$ cat src/rtl/multu_hilo_unit.sv
// Multi-cycle shift-add unsigned multiplier with HI/LO result registers.
// Takes WIDTH RUN cycles per MULTU; busy stalls the front of the pipeline meanwhile.
module multu_hilo_unit #(
    parameter int unsigned WIDTH = 32
) (
    input  logic             clk,
    input  logic             rst,
    input  logic             start,
    input  logic [WIDTH-1:0] src_a,
    input  logic [WIDTH-1:0] src_b,
    output logic             busy,
    output logic             done,
    output logic [WIDTH-1:0] hi,
    output logic [WIDTH-1:0] lo
);

    localparam int unsigned CW = (WIDTH > 1) ? $clog2(WIDTH) : 1;
    localparam logic [CW-1:0] CNT_LAST = CW'(WIDTH - 1);

    typedef enum logic [1:0] {
        S_IDLE,
        S_RUN,
        S_DONE
    } state_t;

    state_t           state_q;
    logic [WIDTH-1:0] mcand_q;
    logic [WIDTH-1:0] mplier_q;
    logic [2*WIDTH:0] prod_q;
    logic [CW-1:0]    cnt_q;
    logic             busy_q;
    logic             done_q;
    logic [WIDTH-1:0] hi_q;
    logic [WIDTH-1:0] lo_q;

    logic [WIDTH:0]   upper_d;
    logic [2*WIDTH:0] prod_d;

    // One shift-add step; the carry out of the add lands in prod[2W] before the shift.
    always_comb begin
        upper_d = prod_q[2*WIDTH:WIDTH] + (mplier_q[0] ? {1'b0, mcand_q} : '0);
        prod_d  = {upper_d, prod_q[WIDTH-1:0]} >> 1;
    end

    always_ff @(posedge clk) begin
        if (!rst) begin
            state_q  <= S_IDLE;
            mcand_q  <= '0;
            mplier_q <= '0;
            prod_q   <= '0;
            cnt_q    <= '0;
            busy_q   <= 1'b0;
            done_q   <= 1'b0;
            hi_q     <= '0;
            lo_q     <= '0;
        end else begin
            done_q <= 1'b0;
            case (state_q)
                S_IDLE, S_DONE: begin
                    if (start) begin
                        mcand_q  <= src_a;
                        mplier_q <= src_b;
                        prod_q   <= '0;
                        cnt_q    <= '0;
                        busy_q   <= 1'b1;
                        state_q  <= S_RUN;
                    end else begin
                        busy_q  <= 1'b0;
                        state_q <= S_IDLE;
                    end
                end
                S_RUN: begin
                    prod_q   <= prod_d;
                    mplier_q <= mplier_q >> 1;
                    cnt_q    <= cnt_q + 1'b1;
                    // Final step commits its own result so RUN lasts exactly WIDTH cycles.
                    if (cnt_q == CNT_LAST) begin
                        hi_q    <= prod_d[2*WIDTH-1:WIDTH];
                        lo_q    <= prod_d[WIDTH-1:0];
                        busy_q  <= 1'b0;
                        done_q  <= 1'b1;
                        state_q <= S_DONE;
                    end
                end
                default: begin
                    busy_q  <= 1'b0;
                    state_q <= S_IDLE;
                end
            endcase
        end
    end

    assign busy = busy_q;
    assign done = done_q;
    assign hi   = hi_q;
    assign lo   = lo_q;

endmodule

$ cat config.mk
export PLATFORM = sky130hd
export DESIGN_NAME = multu_hilo_unit
export DESIGN_NICKNAME = d
export VERILOG_FILES = /design/src/rtl/multu_hilo_unit.sv
export SDC_FILE = /design/constraint.sdc
export NUM_CORES = 1
export LEC_CHECK = 0
export CAP_MARGIN = 20
export CORE_ASPECT_RATIO = 2
export CORE_MARGIN = 10
export CORE_UTILIZATION = 55
export CTS_CLUSTER_SIZE = 20
export DETAILED_ROUTE_END_ITERATION = 10
export MAX_ROUTING_LAYER = met4
export PLACE_DENSITY = 0.8
export SLEW_MARGIN = 20
export SYNTH_ARGS = -nofsm -noshare
export SYNTH_HDL_FRONTEND = slang
export SYNTH_SLANG_ARGS = --single-unit
export TNS_END_PERCENT = 50
$ cat constraint.sdc
create_clock -name clk -period 4.3 [get_ports clk]
set_input_delay 0.86 -clock clk [delete_from_list [all_inputs] [get_ports clk]]
set_output_delay 0.86 -clock clk [all_outputs]
set_load 0.05 [all_outputs]
==> results.yml <==
worst_hold_path:
  holdPathEnd: "mcand_q[30]"
  hp-start: "mcand_q[30]"
  min_path_type: "flip-flop to flip-flop"
  hold_depth: 2
cts:
  cts.repair.resized: 0
  post_cts_buffers: 0
  h-tree-depth: 4
  worstSkewPairLatency_ps: 440
  cts_hold_repair.buffers: 0
  cts-root-buf: "clkbuf_16"
  cts_buffers: 17
  clock_path_buffers: 2
  cts_tree: "built"
  clk_pin_slew_worst_paths_ps: 70
  cts_sinks: 199
yosys:
  ys_types: 60
  synth-edff-count: 0
  syn_area_um2: 9260
  ys_ff_latch: 199
  synthCells: 1103
  synth_ff_type: "dfxtp_1"
  yosysMostFrequentCell: "nand2_1"
  synth.top_cell.area_share_pct: 43.0
  yosysTopAreaCell: "dfxtp_1"
  yosysSeqAreaShare_pct: 43.0
  synthArstFlopShare_pct: 0
  synth.net_count: 1205
  synth.avg_cell_area_um2: 8.39
  synth_area_leaders: "dfxtp_1 43%, nand2_1 9.7%, a21boi_0 6.7%, a22oi_1 6.3%, ha_1 4.6%"
  yosysWarnings: 0
  synth.top_cells.by_count: "240 x nand2_1, 199 x dfxtp_1, 83 x a21boi_0"
critical_path:
  reg2reg_from: "mplier_q[0]"
  start_kind: "flip-flop"
  crit_family: "compound AO/OA/AOI/OAI gates"
  worstPathRequired_ps: 4660
  worstSetupEndpointType: "flip-flop"
  worstRegToRegCells: 14
  arrival_ps: 3770
  worstPathCellList: "buf_4 > and2_1 > ha_1 > inv_1 > fa_1 > nand2b_1 > a21oi_1 > o21ai_0 > a21oi_1 > a31oi_1 > o211ai_1 > xor2_1 > nand2_1 > a21oi_1"
  reg2reg_to: "hi[27]"
  cpMostUsedCell: "a21oi_1"
  path_class: "flip-flop to flip-flop"
  path_buf_inv: 2
  critPathMaxStageDelay_ps: 570
  crit_path_top_delay_cell: "dfxtp_1"
  path_max_fanout: 13
  reg2reg_setup_slack_ps: 890
detailed_routing:
  wl_per_cell_um: 17.4
  drc_errors: 2
  num_vias: 8062
  drt-vias-per-instance: 5.75
  drt_iter0_drc: 420
  postRouteAntennaNets: 0
  drt-total-wl_um: 24400
  dr.pass1.iters: 8
sta:
  finalSetupViolations: 0
  fin_skew_ps: 9.12
  worst_pin_slew_ps: 947
  max_freq_mhz: 293
  final_max_slew_viol_count: 0
  finalCritPeriodShare_pct: 79.3
  setup_tns_ps: 0
  hold_violations: 0
  worst_slack_ps: 891
  slew-limit-headroom_pct: 36.7
  rsz0062_at_grt: "false"
  fin_crit_ps: 3410
layout:
  final_nets: 1286
  syn_to_final_growth_pct: 20.6
  fin_area_um2: 11200
  stdcell_count: 1402
  drive_above_1_share_pct: 4.86
die:
  die_y_um: 203
  num_rows: 67
  core_area_um2: 16700
  dieArea_um2: 22700
  start_util_pct: 55.5
  num_io_pins: 133
  die_w_um: 112
place:
  dp_cells: 1372
  dpl_worst_slack_ps: 942
  gp_congestion: 0.991
  placed_area_um2: 10600
  port_buffers: 132
  hpwl_um: 17100
global_route:
  grt_start_max_net_pins: 90
  grt_pass1_vias: 8161
  overflow: 0
  grt_antenna_before_repair: 1
  grtUsageTotal_pct: 21.7
  grt_first_pass_wirelength_um: 40100
run_status:
  status: "finished, violations left"
  violations: "design-rule violations"
run:
  maxCapViolCount: 0
power_and_ir_drop:
  pwr_density_cell_nw_per_um2: 334
  p_leak_nw: 4.08
  ir_drop_uv: 284
-- power by group --
part | switching (mW) | internal, mW
sequential | 0.0258 | 1.89
combinational | 0.165 | 0.125
clock | 0.702 | 0.826
-- registers in the layout, indices dropped and copies added (netlist names) --
register	count
mcand_q	32
hi	32
prod_q	63
mplier_q	32
done	1
lo	32
state_q	2
cnt_q	5
-- layer usage --
layer  wire [um]  track usage (%)  vias to the layer above
met5           0                -                        -
met4         806             10.6                        0
met3        1060             4.32                       52
met2       13400             39.0                      216
met1        9080             21.8                     3814
li1            -                -                     3980
-- tightest hold or removal path: stages (launching register included) --
cell	delay (ps)
dfxtp_1	310
nand2_1	50
a21oi_1	50
-- how the worst max path moves through the flow --
| stage | startpoint | to | cells past startpoint |
|---|---|---|---|
| finish | mplier_q[0] | hi[27] | 14 |
| global route | mplier_q[0] | hi[27] | 14 |
| CTS | mplier_q[0] | hi[27] | 14 |
| detailed placement | mplier_q[0] | hi[27] | 14 |
| global placement | mplier_q[0] | prod_q[56] | 13 |
| floorplan | mplier_q[0] | prod_q[56] | 13 |
-- area by class of cell --
| class | count | area, um^2 |
|---|---|---|
| Fill cell | 1388 | 5520 |
| Multi-Input combinational cell | 807 | 4900 |
| Sequential cell | 199 | 3980 |
| Timing Repair Buffer | 141 | 1400 |
| Clock buffer | 20 | 457 |
| Tap cell | 207 | 259 |
| Clock inverter | 9 | 95.1 |
| Inverter | 18 | 67.6 |
| Antenna cell | 1 | 2.50 |
-- cell families (layout without fill, tap and decap cells) --
group / Yosys count / count (layout) / synth area share (%)
flip-flops: 199 / 199 / 43.0
other: 0 / 1 / 0
XOR/XNOR: 27 / 27 / 2.56
buffers and inverters: 97 / 188 / 4.33
adder cells (fa/ha/maj): 35 / 35 / 4.81
AND/OR/NAND/NOR: 404 / 404 / 20.1
AO/OA/AOI/OAI: 341 / 341 / 25.2
-- through the flow --
stage	total power, mW	hold slack (ps)	utilization, %
floorplan	2.12	432	-
global placement	2.24	441	63.6
detailed placement	2.24	444	63.6
CTS	3.75	452	66.9
global route	3.86	479	66.9
finish	3.73	449	66.9
-- cells in the final DEF, fill, tap and decap left out, types with 3 or more instances in the layout --
cell type and instances:
clkbuf_16 17, nor2b_1 50, dfxtp_1 199, inv_1 17, a22o_1 6, xor2_1 12, o21ai_0 39, a21oi_1 72
buf_4 9, nand3_1 14, clkdlybuf4s50_1 131, o211ai_1 6, clkinvlp_4 4, a211oi_1 3, nand4_1 11, a21o_1 11
inv_6 3, xnor2_1 15, a21boi_0 83, a22oi_1 78, a31oi_1 9, and2_1 36, and3_1 4, ha_1 34
o21bai_1 7, nor2_1 26, nand2b_1 5, o21a_1 3, nand2_1 239
(Power assumes the default switching activity.)
